## src/rtl/vga_leitor_fb_if.sv

```systemverilog
// Frame buffer read port and VGA pin bundle for the scan-out reader.
// master = reader side, slave = frame buffer / pin side.
interface vga_leitor_fb_if;
    logic [18:0] endereco;
    logic [8:0]  dado_fb;
    logic        le_ativo;
    logic [2:0]  vga_r;
    logic [2:0]  vga_g;
    logic [2:0]  vga_b;
    logic        vga_hs;
    logic        vga_vs;
    logic        vga_blank_n;
    logic        fim_quadro;

    modport master (
        output endereco,
        output le_ativo,
        output vga_r,
        output vga_g,
        output vga_b,
        output vga_hs,
        output vga_vs,
        output vga_blank_n,
        output fim_quadro,
        input  dado_fb
    );

    modport slave (
        input  endereco,
        input  le_ativo,
        input  vga_r,
        input  vga_g,
        input  vga_b,
        input  vga_hs,
        input  vga_vs,
        input  vga_blank_n,
        input  fim_quadro,
        output dado_fb
    );
endinterface

```

## src/rtl/vga_leitor_fb.sv

```systemverilog
// VGA scan-out reader: timing counters, sequential frame buffer addressing
// and a 3-clock pipeline that keeps colour aligned with sync.
module vga_leitor_fb #(
    parameter int H_ATIVO = 640,
    parameter int H_FP    = 16,
    parameter int H_SYNC  = 96,
    parameter int H_BP    = 48,
    parameter int V_ATIVO = 480,
    parameter int V_FP    = 10,
    parameter int V_SYNC  = 2,
    parameter int V_BP    = 33
) (
    input  logic            clk,
    input  logic            rst_n,
    vga_leitor_fb_if.master fb
);
    localparam int H_TOTAL = H_ATIVO + H_FP + H_SYNC + H_BP;
    localparam int V_TOTAL = V_ATIVO + V_FP + V_SYNC + V_BP;

    localparam logic [9:0]  H_LAST    = 10'(H_TOTAL - 1);
    localparam logic [9:0]  V_LAST    = 10'(V_TOTAL - 1);
    localparam logic [9:0]  H_ATIVO_W = 10'(H_ATIVO);
    localparam logic [9:0]  V_ATIVO_W = 10'(V_ATIVO);
    localparam logic [9:0]  HS_INI    = 10'(H_ATIVO + H_FP);
    localparam logic [9:0]  HS_FIM    = 10'(H_ATIVO + H_FP + H_SYNC);
    localparam logic [9:0]  VS_INI    = 10'(V_ATIVO + V_FP);
    localparam logic [9:0]  VS_FIM    = 10'(V_ATIVO + V_FP + V_SYNC);
    localparam logic [18:0] ADDR_LAST = 19'(H_ATIVO * V_ATIVO - 1);

    logic [9:0]  h_q, h_d;
    logic [9:0]  v_q, v_d;
    logic [18:0] addr_q, addr_d;
    logic [18:0] endereco_q, endereco_d;
    logic        le_ativo_q, le_ativo_d;
    logic        hs1_q, hs1_d;
    logic        vs1_q, vs1_d;
    logic        act2_q, act2_d;
    logic        hs2_q, hs2_d;
    logic        vs2_q, vs2_d;
    logic [8:0]  rgb_q, rgb_d;
    logic        hs_q, hs_d;
    logic        vs_q, vs_d;
    logic        blank_n_q, blank_n_d;
    logic        fim_q, fim_d;

    logic act0, hs0, vs0;

    always_comb begin
        h_d = h_q + 10'd1;
        v_d = v_q;
        if (h_q == H_LAST) begin
            h_d = '0;
            v_d = (v_q == V_LAST) ? '0 : v_q + 10'd1;
        end

        act0 = (h_q < H_ATIVO_W) && (v_q < V_ATIVO_W);
        hs0  = !((h_q >= HS_INI) && (h_q < HS_FIM));
        vs0  = !((v_q >= VS_INI) && (v_q < VS_FIM));

        // Wrapping on the last pixel keeps the counter inside the frame buffer
        addr_d = addr_q;
        if (((h_q == H_LAST) && (v_q == V_LAST)) || (act0 && (addr_q == ADDR_LAST))) begin
            addr_d = '0;
        end else if (act0) begin
            addr_d = addr_q + 19'd1;
        end

        endereco_d = act0 ? addr_q : endereco_q;
        le_ativo_d = act0;
        hs1_d      = hs0;
        vs1_d      = vs0;

        act2_d = le_ativo_q;
        hs2_d  = hs1_q;
        vs2_d  = vs1_q;

        // Read data is only trusted while the reader owns the port
        rgb_d     = act2_q ? fb.dado_fb : '0;
        blank_n_d = act2_q;
        hs_d      = hs2_q;
        vs_d      = vs2_q;

        fim_d = (h_d == '0) && (v_d == V_ATIVO_W);
    end

    always_ff @(posedge clk) begin
        if (!rst_n) begin
            h_q        <= '0;
            v_q        <= '0;
            addr_q     <= '0;
            endereco_q <= '0;
            le_ativo_q <= 1'b0;
            hs1_q      <= 1'b1;
            vs1_q      <= 1'b1;
            act2_q     <= 1'b0;
            hs2_q      <= 1'b1;
            vs2_q      <= 1'b1;
            rgb_q      <= '0;
            hs_q       <= 1'b1;
            vs_q       <= 1'b1;
            blank_n_q  <= 1'b0;
            fim_q      <= 1'b0;
        end else begin
            h_q        <= h_d;
            v_q        <= v_d;
            addr_q     <= addr_d;
            endereco_q <= endereco_d;
            le_ativo_q <= le_ativo_d;
            hs1_q      <= hs1_d;
            vs1_q      <= vs1_d;
            act2_q     <= act2_d;
            hs2_q      <= hs2_d;
            vs2_q      <= vs2_d;
            rgb_q      <= rgb_d;
            hs_q       <= hs_d;
            vs_q       <= vs_d;
            blank_n_q  <= blank_n_d;
            fim_q      <= fim_d;
        end
    end

    assign fb.endereco    = endereco_q;
    assign fb.le_ativo    = le_ativo_q;
    assign fb.vga_r       = rgb_q[8:6];
    assign fb.vga_g       = rgb_q[5:3];
    assign fb.vga_b       = rgb_q[2:0];
    assign fb.vga_hs      = hs_q;
    assign fb.vga_vs      = vs_q;
    assign fb.vga_blank_n = blank_n_q;
    assign fb.fim_quadro  = fim_q;
endmodule

```

## src/flat_wrapper.sv

```systemverilog
// flat-port wrapper written by rule: the top's interface ports become plain ports
module vga_leitor_fb_flat 
#(
    parameter int H_ATIVO = 640,
    parameter int H_FP    = 16,
    parameter int H_SYNC  = 96,
    parameter int H_BP    = 48,
    parameter int V_ATIVO = 480,
    parameter int V_FP    = 10,
    parameter int V_SYNC  = 2,
    parameter int V_BP    = 33
)
  (clk, rst_n, fb_endereco, fb_le_ativo, fb_vga_r, fb_vga_g, fb_vga_b, fb_vga_hs, fb_vga_vs, fb_vga_blank_n, fb_fim_quadro, fb_dado_fb);
  vga_leitor_fb_if fb_i ();
  input  logic clk;
  input  logic rst_n;
  output wire logic [$bits(fb_i.endereco)-1:0] fb_endereco;
  output wire logic [$bits(fb_i.le_ativo)-1:0] fb_le_ativo;
  output wire logic [$bits(fb_i.vga_r)-1:0] fb_vga_r;
  output wire logic [$bits(fb_i.vga_g)-1:0] fb_vga_g;
  output wire logic [$bits(fb_i.vga_b)-1:0] fb_vga_b;
  output wire logic [$bits(fb_i.vga_hs)-1:0] fb_vga_hs;
  output wire logic [$bits(fb_i.vga_vs)-1:0] fb_vga_vs;
  output wire logic [$bits(fb_i.vga_blank_n)-1:0] fb_vga_blank_n;
  output wire logic [$bits(fb_i.fim_quadro)-1:0] fb_fim_quadro;
  input wire logic [$bits(fb_i.dado_fb)-1:0] fb_dado_fb;
  assign fb_endereco = fb_i.endereco;
  assign fb_le_ativo = fb_i.le_ativo;
  assign fb_vga_r = fb_i.vga_r;
  assign fb_vga_g = fb_i.vga_g;
  assign fb_vga_b = fb_i.vga_b;
  assign fb_vga_hs = fb_i.vga_hs;
  assign fb_vga_vs = fb_i.vga_vs;
  assign fb_vga_blank_n = fb_i.vga_blank_n;
  assign fb_fim_quadro = fb_i.fim_quadro;
  assign fb_i.dado_fb = fb_dado_fb;
  vga_leitor_fb #(.H_ATIVO(H_ATIVO), .H_FP(H_FP), .H_SYNC(H_SYNC), .H_BP(H_BP), .V_ATIVO(V_ATIVO), .V_FP(V_FP), .V_SYNC(V_SYNC), .V_BP(V_BP)) u_core (.clk(clk), .rst_n(rst_n), .fb(fb_i));
endmodule
```

## config.mk

```make
export PLATFORM = sky130hd
export DESIGN_NAME = vga_leitor_fb_flat
export DESIGN_NICKNAME = d
export VERILOG_FILES = /design/src/rtl/vga_leitor_fb_if.sv /design/src/rtl/vga_leitor_fb.sv /design/src/flat_wrapper.sv
export SDC_FILE = /design/constraint.sdc
export NUM_CORES = 1
export LEC_CHECK = 0
export CAP_MARGIN = 25
export CORE_AREA = 8 8 74 125
export CTS_CLUSTER_SIZE = 24
export DETAILED_ROUTE_END_ITERATION = 16
export DIE_AREA = 0 0 82 133
export PLACE_DENSITY = 0.69
export SYNTH_ARGS = -nofsm -noshare
export SYNTH_HDL_FRONTEND = slang
export SYNTH_SLANG_ARGS = --single-unit
```

## constraint.sdc

```tcl
create_clock -name clk -period 2.12 [get_ports clk]
set_input_delay 0.318 -clock clk [delete_from_list [all_inputs] [get_ports clk]]
set_output_delay 0.318 -clock clk [all_outputs]
set_load 0.02 [all_outputs]
```

# Yosys cells after proc, flatten, opt, wreduce, memory -nomap -nowiden
# Index checks and enable logic that the tools add are counted.
# totals
input_bits,11
register_bits,77
output_inout_bits,33
# classes
bitwise,1
n_addsub,3
n_eq_ne,4
n_reduce_logical,12
n_lt_le_gt_ge,6
muxes,3
# op_table
operator,count
$mux W10,3
$add A10 B1 Y10 const B,2
$eq A10 B10 Y1 const B,2
$lt A10 B10 Y1 const B,2
$lt A10 B9 Y1 const B,2
$add A19 B1 Y19 const B,1
$eq A19 B19 Y1 const B,1
$eq A10 B9 Y1 const B,1
$ge A10 B10 Y1 const B,1
$ge A10 B9 Y1 const B,1
$logic_not A10 Y1,1
$logic_and A1 B1 Y1,6
$logic_not A1 Y1,2
$reduce_and A2 Y1,1
$reduce_or A2 Y1,1
$logic_or A1 B1 Y1,1
$not A1 Y1,1

# Depth between registers and ports, before layout
# Gate-level depths: netlist (run 1).
# depth
word_depth,5
depth_mapped,9
mapped_depth_nobuf,7

# Worst setup path before layout (run 1)
# OpenSTA, ideal clock, no wires.
# synth_timing
path_kind,register -> register
start,register u_core.h_q[0]
end,register u_core.fim_q (netlist: u_core.fb.fim_quadro)
t_required_ns,2.017
setup_time_ns,0.103
path_stages_with_launch,9
setup_slack_ns,-0.035
period_less_slack_ns,2.155
arrival_time_ns,2.051
cell_sequence,dfxtp_1 -> ha_1 -> buf_6 -> and3_4 -> buf_6 -> or3_1 -> a2111oi_2 -> nand4b_1 -> a2111oi_2
# synth_via
elab_chain_cells,4
elab_cells_between_ends,7
classes_between,add/sub (1); eq/ne (2); mux (2); reduce/logical (2)
# synth_lines
item,line,text
"start, declared",vga_leitor_fb.sv:30,"logic [9:0] h_q, h_d;"
"start signal, assigned",vga_leitor_fb.sv:88,h_q <= '0;
"start signal, assigned",vga_leitor_fb.sv:104,h_q <= h_d;
$add A10 B1 Y10 or $eq A10 B10 Y1 (tied branches),"vga_leitor_fb.sv:49, vga_leitor_fb.sv:51",
$mux W10,vga_leitor_fb.sv:51,if (h_q == H_LAST) begin
$logic_not A10 Y1 or $eq A10 B9 Y1 (tied branches),vga_leitor_fb.sv:83,fim_d = (h_d == '0) && (v_d == V_ATIVO_W);
$logic_and A1 B1 Y1 *,vga_leitor_fb.sv:83,
"end signal, assigned",vga_leitor_fb.sv:118,fim_q <= fim_d;
"end, declared",vga_leitor_fb.sv:44,"logic fim_q, fim_d;"
# Every way passes the cells marked *; elsewhere a longest branch is shown, timed or not.
# A chain may end at the register's enable or synchronous reset.

# Worst setup path after layout (run 1)
# layout_timing
start,register u_core.h_q[1]
end,register u_core.fim_q (netlist: u_core.fb.fim_quadro)
# The elaborated chain is that of the path after synthesis.

==> metrics.md, run 1 <==
| Metric | Value |
|---|---|
| Status | `completed` |
| XOR/XNOR Fraction of Synth Area | `9.21%` |
| Clock Pin Slew Worst Setup and Hold Paths | `60 ps` |
| First-pass GRT wire length | `12400 um` |
| Hold Slack | `406 ps` |
| Sw Ratio | `20.3%` |
| Initial antenna violation count | `0` |
| Compound-gate portion of the synthesized area | `8.16%` |
| Crit path max fanout | `6` |
| Routed Antenna Nets | `0` |
| 1st-pass router iterations | `4` |
| Mux contribution to synthesized area | `0.602%` |
| Layout cells sized above 1 | `10.5%` |
| I/O pins | `44` |
| Slowest Stage Delay on Critical Path | `420 ps` |
| GPL Wtd Cong | `0.945` |
| Setup TNS | `0 ps` |
| Synth Instances | `371` |
| Clock Skew | `4.53 ps` |
| Pwr dens | `774 nW/um2` |
| Top post-synthesis cells by area | `dfxtp_1 (46%), xor2_1 (7.4%), nand2_1 (6.5%)` |
| Internal power | `0.00260 W` |
| Post-layout util | `56.4%` |
| Area leader, netlist | `dfxtp_1` |
| Final slew viol count | `0` |
| Data required time of the worst path | `2350 ps` |
| Period utilization | `93.7%` |
| Top-area cell type share of the netlist area | `46.3%` |
| CTS buffer count | `9` |
| CP Launch Type | `flip-flop` |
| Number of warnings issued by yosys | `0` |
| Netlist cell types | `45` |
| # DRC | `0` |
| CP max stage cell | `nor3_1` |
| Critical path arrival | `2220 ps` |
| Final setup violating endpoints | `0` |
| Die footprint | `10900 um2` |
| Nets | `432` |
| Rel. slew slack | `72.6%` |
| Sequential share of power | `45.6%` |
| Vias in the first global route | `2605` |
| Initial Util | `44.6%` |
| Routed vias | `2690` |
| Row count | `42` |
| Core area | `7460 um2` |
| Area Growth Syn to Fin | `26.6%` |
| Worst path buffer plus inverter count | `0` |
| Post_cts resized | `0` |
| Total wire length | `7620 um` |
| Post-synthesis register bit count | `77` |
| Die Y | `133 um` |
| DR iter-0 viols | `158` |
| Vias per cell | `5.28` |
| H-tree levels | `3` |
| Worst Max-Slew Pin Slew | `407 ps` |
| Post-synthesis adder-cell area fraction | `1.88%` |
| Fin. Hold Viols | `0` |
| CP delay by family, top | `simple AND/OR/NAND/NOR gates` |
| CTS tree | `built` |
| Worst path cell trace | `ha_2, nand3_1, nor3_1, and2_1, nand3b_1, a2111oi_2` |
| HPWL reported at the end of detailed placement | `5310 um` |
| Peak supply drop | `0.000409 V` |
| Post-layout min period | `1990 ps` |
| Gr usage total | `14.6%` |
| Netlist Area Pre-Place | `3330 um2` |
| Chip Width | `82 um` |
| Hold buffers post-CTS | `0` |
| Critical Path Sink Type | `flip-flop` |
| Root Buffer Master | `clkbuf_16` |
| Ant. Diodes | `0` |
| Pin count of the biggest net entering global routing | `46` |
| Synth Area in Simple Gates | `29.4%` |
| Gate power share | `3.8%` |
| RSZ-0062 raised after global routing | `no` |
| Avg Cell Area, Syn | `8.97 um2` |
| Max_cap viols | `0` |
| Setup Fix Bufs, Post-CTS | `0` |
| Syn Nets | `387` |
| Largest family of logic cells by synthesized area | `simple AND/OR/NAND/NOR gates` |
| Crit Path Category | `flip-flop to flip-flop` |
| Worst-skew pair later-pin latency | `340 ps` |
| GRT overflow | `0` |
| Leak | `1.58 nW` |
| # clock sinks | `77` |
| WL/cell | `15.0 um` |
| Clock share of power | `50.6%` |
| Seq/Total Area, Yosys | `46.3%` |
| Worst Hold Class | `flip-flop to flip-flop` |
| PortBufs | `43` |
| Clock buffer depth | `2` |
| Peak Freq | `503 MHz` |
| Sw Pwr | `0.000663 W` |
==> state kept, by name (all words and copies together), names as in the netlist <==
name	flops
u_core.act2_q	1
u_core.addr_q	19
u_core.fb.endereco	19
u_core.fb.fim_quadro	1
u_core.fb.le_ativo	1
u_core.fb.vga_blank_n	1
u_core.fb.vga_hs	1
u_core.fb.vga_vs	1
u_core.h_q	10
u_core.hs1_q	1
u_core.hs2_q	1
u_core.rgb_q	9
u_core.v_q	10
u_core.vs1_q	1
u_core.vs2_q	1
==> path summary, 6_finish.rpt <==
kind                 startpoint              endpoint  slack (ps)  cells after the start
setup / recovery  u_core.h_q[1]  u_core.fb.fim_quadro         130                      6
hold reg to reg    u_core.hs1_q          u_core.hs2_q         410                      1
setup reg to reg  u_core.h_q[1]  u_core.fb.fim_quadro         130                      6
hold / removal     u_core.hs1_q          u_core.hs2_q         410                      1
==> worst register-to-register path: cells and delay by family, from the launching register on <==
family                     cells  cell delay [ps]
AOI/OAI and AO/OA              1              350
and+or+nand+nor                4              940
adders and majority gates      1              220
DFF                            1              390
==> cell families (layout without fill, tap and decap cells) <==
family	Yosys count	count (layout)
AOI/OAI and AO/OA	35	36
and+or+nand+nor	186	186
buffers and inverters	31	80
muxes	2	2
DFF	77	77
xor gates and xnor gates	35	35
adders and majority gates	5	5
==> stage by stage <==
stage               instances  setup WS, ps  power (W)  area (um2)
floorplan                 371          43.2    0.00159        3330
global placement          492           145    0.00164        3860
detailed placement        492          75.4    0.00164        3860
CTS                       508          66.5    0.00330        4190
global route              509          3.14    0.00337        4210
finish                    509           133    0.00326        4210
==> layout make-up <==
cell class	instances	area, um2
clock buffers	11	243
clock inverters	5	81.3
fillers	678	3250
inverters	4	15.0
multi-input cells	264	1660
flip-flops and latches	77	1540
well taps	88	110
repair buffers	60	558
==> power groups by stage <==
stage,Combinational (W),Clock (W),Sequential [W]
after floorplan,0.0000616,0,0.00152
after global placement,0.000122,0,0.00151
after detailed placement,0.000124,0,0.00152
after CTS,0.000124,0.00169,0.00148
after global routing,0.000138,0.00175,0.00149
final,0.000125,0.00165,0.00148
==> placed cells by master, fill, tap and decap left out, types with 4 or more instances in the layout <==
| cell type | Yosys | routed |
|---|---|---|
| a21boi_0 | 16 | 16 |
| a21boi_1 | 4 | 4 |
| and2_1 | 10 | 10 |
| and3_1 | 17 | 17 |
| and4_1 | 4 | 4 |
| buf_4 | 1 | 17 |
| clkbuf_16 | 0 | 9 |
| clkdlybuf4s50_1 | 0 | 43 |
| dfxtp_1 | 77 | 77 |
| ha_1 | 5 | 4 |
| inv_1 | 4 | 4 |
| nand2_1 | 58 | 58 |
| nand2b_1 | 6 | 6 |
| nand3_1 | 12 | 12 |
| nand4_1 | 20 | 20 |
| nor2_1 | 33 | 33 |
| nor3_1 | 4 | 4 |
| or3_1 | 5 | 5 |
| xnor2_1 | 7 | 7 |
| xor2_1 | 28 | 28 |
==> layer usage <==
metal	vias to the layer above	global-route usage [%]	routed length, um
met1	1270	14.4	2950
li1	1354	-	-
met2	48	25.6	4170
met4	0	8.15	228
met3	18	4.07	275
met5	-	0	0
==> synth_stat cells, drive strengths merged <==
master,instances
a21oi,3
and4,5
and2,10
nand2,58
o21ai,4
a32oi,1
nor4,4
nand4,20
nand3b,1
nand2b,6
xnor2,7
nand4bb,1
a21boi,20
nor2,33
dfxtp,77
o21a,1
nor3,5
clkbuf,18
ha,5
buf,9
inv,4
nor2b,3
or4,1
a31oi,1
a211oi,2
or3,5
a2111oi,2
and3,18
xor2,28
nand4b,2
o21bai,1
nor4bb,1
nor3b,1
mux2i,2
nand3,12
Note: power is estimated with default switching activity, not from simulation.
==> run 2, diff against run 1 <==
Settings changed: ABC_AREA set to 1, CORE_AREA 8 8 74 125 to 8 8 75 126, CTS_CLUSTER_DIAMETER set to 100, DIE_AREA 0 0 82 133 to 0 0 83 134, PLACE_DENSITY 0.69 to 0.68.
==> run 2 against run 1 <==
Via count increased by 13%. Non-clock buffer count shrank 10. Combinational power hardly changed. Die area increased by 2.0%. Power fell by 9.4%. Clock power down 19%. Largest power group is now sequential cells. Critical path depth is 3 higher. Sequential power is essentially flat. Worst hold slack gained 6.3 ps. Clock skew is essentially flat. Highest routed layer unchanged. Design area is 1.7% lower.
==> metrics.md, run 2 <==
| Metric | Value |
|---|---|
| Status | `completed` |
| Critical path arrival | `2190 ps` |
| Top-area cell type share of the netlist area | `46.0%` |
| CP max stage cell | `nor2_2` |
| H-tree levels | `3` |
| Syn Nets | `475` |
| Largest family of logic cells by synthesized area | `simple AND/OR/NAND/NOR gates` |
| RSZ-0062 raised after global routing | `no` |
| GRT overflow | `0` |
| Met3 Usage GRT | `5.28%` |
| Synth Instances | `459` |
| Ant. Diodes | `0` |
| DR iter-0 viols | `184` |
| I/O pins | `44` |
| Row count | `43` |
| Critical Path Sink Type | `flip-flop` |
| Number of warnings issued by yosys | `0` |
| Initial antenna violation count | `0` |
| # DRC | `0` |
| CTS buffer count | `9` |
| Clock Pin Slew Worst Setup and Hold Paths | `50 ps` |
| CTS tree | `built` |
| Post-synth EDFFs | `0` |
| Die Y | `134 um` |
| Worst Hold Class | `flip-flop to flip-flop` |
| Most frequent cells in the layout | `nand2_1 (80), nor2_1 (77), dfxtp_1 (77)` |
| Top post-synthesis cells by area | `dfxtp_1 (46%), nand2_1 (9.0%), nor2_1 (8.6%)` |
| FILL cells | `756` |
| Most common cell in the synthesized netlist | `nand2_1` |
| Post_cts resized | `0` |
| Chip Width | `83 um` |
| Non-Filler Instances | `601` |
| Gr usage total | `15.3%` |
| # clock sinks | `77` |
| Routed vias | `3029` |
| Layout cells sized above 1 | `7.83%` |
| Worst path cell trace | `ha_1, nand4_1, nor2_2, nand3b_1, nand2_1, nand2_1, nor2_1, nand3_1, nor2_1` |
| Worst-skew pair later-pin latency | `330 ps` |
| Routed Antenna Nets | `0` |
| Seq/Total Area, Yosys | `46.0%` |
| Crit Path Category | `flip-flop to flip-flop` |
| CP delay by family, top | `simple AND/OR/NAND/NOR gates` |
| GR Util met2 | `29.5%` |
| Nets | `525` |
| Data required time of the worst path | `2390 ps` |
| Final setup violating endpoints | `0` |
| HPWL reported at the end of detailed placement | `6150 um` |
| M1 GR Usage | `13.0%` |
| Post-synthesis adder-cell area fraction | `1.86%` |
| Area Growth Syn to Fin | `23.3%` |
| Clock buffer depth | `2` |
| XOR/XNOR Fraction of Synth Area | `3.39%` |
| Final slew viol count | `0` |
| Hold buffers post-CTS | `0` |
| Pwr dens | `713 nW/um2` |
| Total wire length | `8170 um` |
| Post-layout min period | `1920 ps` |
| Slowest Stage Delay on Critical Path | `460 ps` |
| Worst Max-Slew Pin Slew | `518 ps` |
| Root Buffer Master | `clkbuf_16` |
| Rel. slew slack | `65.4%` |
| Vias in the first global route | `3042` |
| Worst path buffer plus inverter count | `0` |
| Netlist cell types | `27` |
| 1st-pass router iterations | `5` |
| Most Crowded Layer GR | `met2` |
| Die footprint | `11100 um2` |
| Post-synth top cells | `nand2_1 (80), dfxtp_1 (77), nor2_1 (77)` |
| Core area | `7800 um2` |
| Peak supply drop | `0.000561 V` |
| Initial Util | `43.0%` |
| Setup TNS | `0 ps` |
| Pin count of the biggest net entering global routing | `25` |
| PortBufs | `43` |
| Avg Cell Area, Syn | `7.31 um2` |
| Peak Freq | `520 MHz` |
| Setup Fix Bufs, Post-CTS | `0` |
| Netlist Area Pre-Place | `3350 um2` |
| Compound-gate portion of the synthesized area | `8.65%` |
| Crit path max fanout | `13` |
| Post-synthesis register bit count | `77` |
| Placed Cells | `588` |
| Clock Skew | `4.76 ps` |
| Fin. Hold Viols | `0` |
| Area leader, netlist | `dfxtp_1` |
| Leak | `1.66 nW` |
| WL/cell | `13.6 um` |
| First-pass GRT wire length | `13700 um` |
| Vias per cell | `5.04` |
| Synth Area in Simple Gates | `31.0%` |
| Most common cell after layout, fill and taps aside | `nand2_1` |
| Hold Slack | `412 ps` |
| Top_reg_cell synth | `dfxtp_1` |
| Mux contribution to synthesized area | `0%` |
| Period utilization | `90.7%` |
| GPL Wtd Cong | `0.955` |
| Post-synth ARST share | `0%` |
| CP Launch Type | `flip-flop` |
| Max_cap viols | `0` |
==> run 2: final timing paths <==
kind                            cells past startpoint     startpoint  slack [ps]                   end
worst min-delay path                                1   u_core.vs1_q         410          u_core.vs2_q
worst min register to register                      1   u_core.vs1_q         410          u_core.vs2_q
worst max-delay path                                9  u_core.h_q[0]         200  u_core.fb.fim_quadro
worst max register to register                      9  u_core.h_q[0]         200  u_core.fb.fim_quadro
==> run 2: area by class of cell <==
type | count | area (um2) | share of cell area [%]
flip-flops and latches | 77 | 1540 | 37.3
multi-input cells | 307 | 1510 | 36.4
repair buffers | 50 | 483 | 11.7
inverters | 64 | 240 | 5.81
clock buffers | 10 | 239 | 5.78
well taps | 90 | 113 | 2.72
clock inverters | 3 | 15.0 | 0.363
==> run 2: through the flow <==
step	utilization (%)	cell area [um2]	total power (W)	worst slack, ps
floorplan	-	3350	0.00158	507
global placement	49.8	3880	0.00164	328
detailed placement	49.8	3880	0.00164	247
CTS	53.0	4140	0.00300	216
global route	53.0	4140	0.00306	7.58
finish	53.0	4140	0.00295	198
==> run 2: layer usage <==
metal,routed length (um),vias up
met5,0,-
met4,173,0
met3,346,14
met2,4650,62
met1,3000,1398
li1,-,1555
==> run 2: where the power goes <==
part	switching (W)	internal (W)	total (W)	leakage (nW)
clock	0.000542	0.000796	0.00134	0.130
sequential	0.0000160	0.00147	0.00148	0.623
combinational	0.0000698	0.0000577	0.000128	0.910
total	0.000628	0.00232	0.00295	1.66
==> run 2: cell families after synthesis <==
| logic type | after synthesis |
|---|---|
| buffers and inverters | 75 |
| AOI/OAI and AO/OA | 54 |
| and+or+nand+nor | 235 |
| adders and majority gates | 5 |
| xor gates and xnor gates | 13 |
| DFF | 77 |
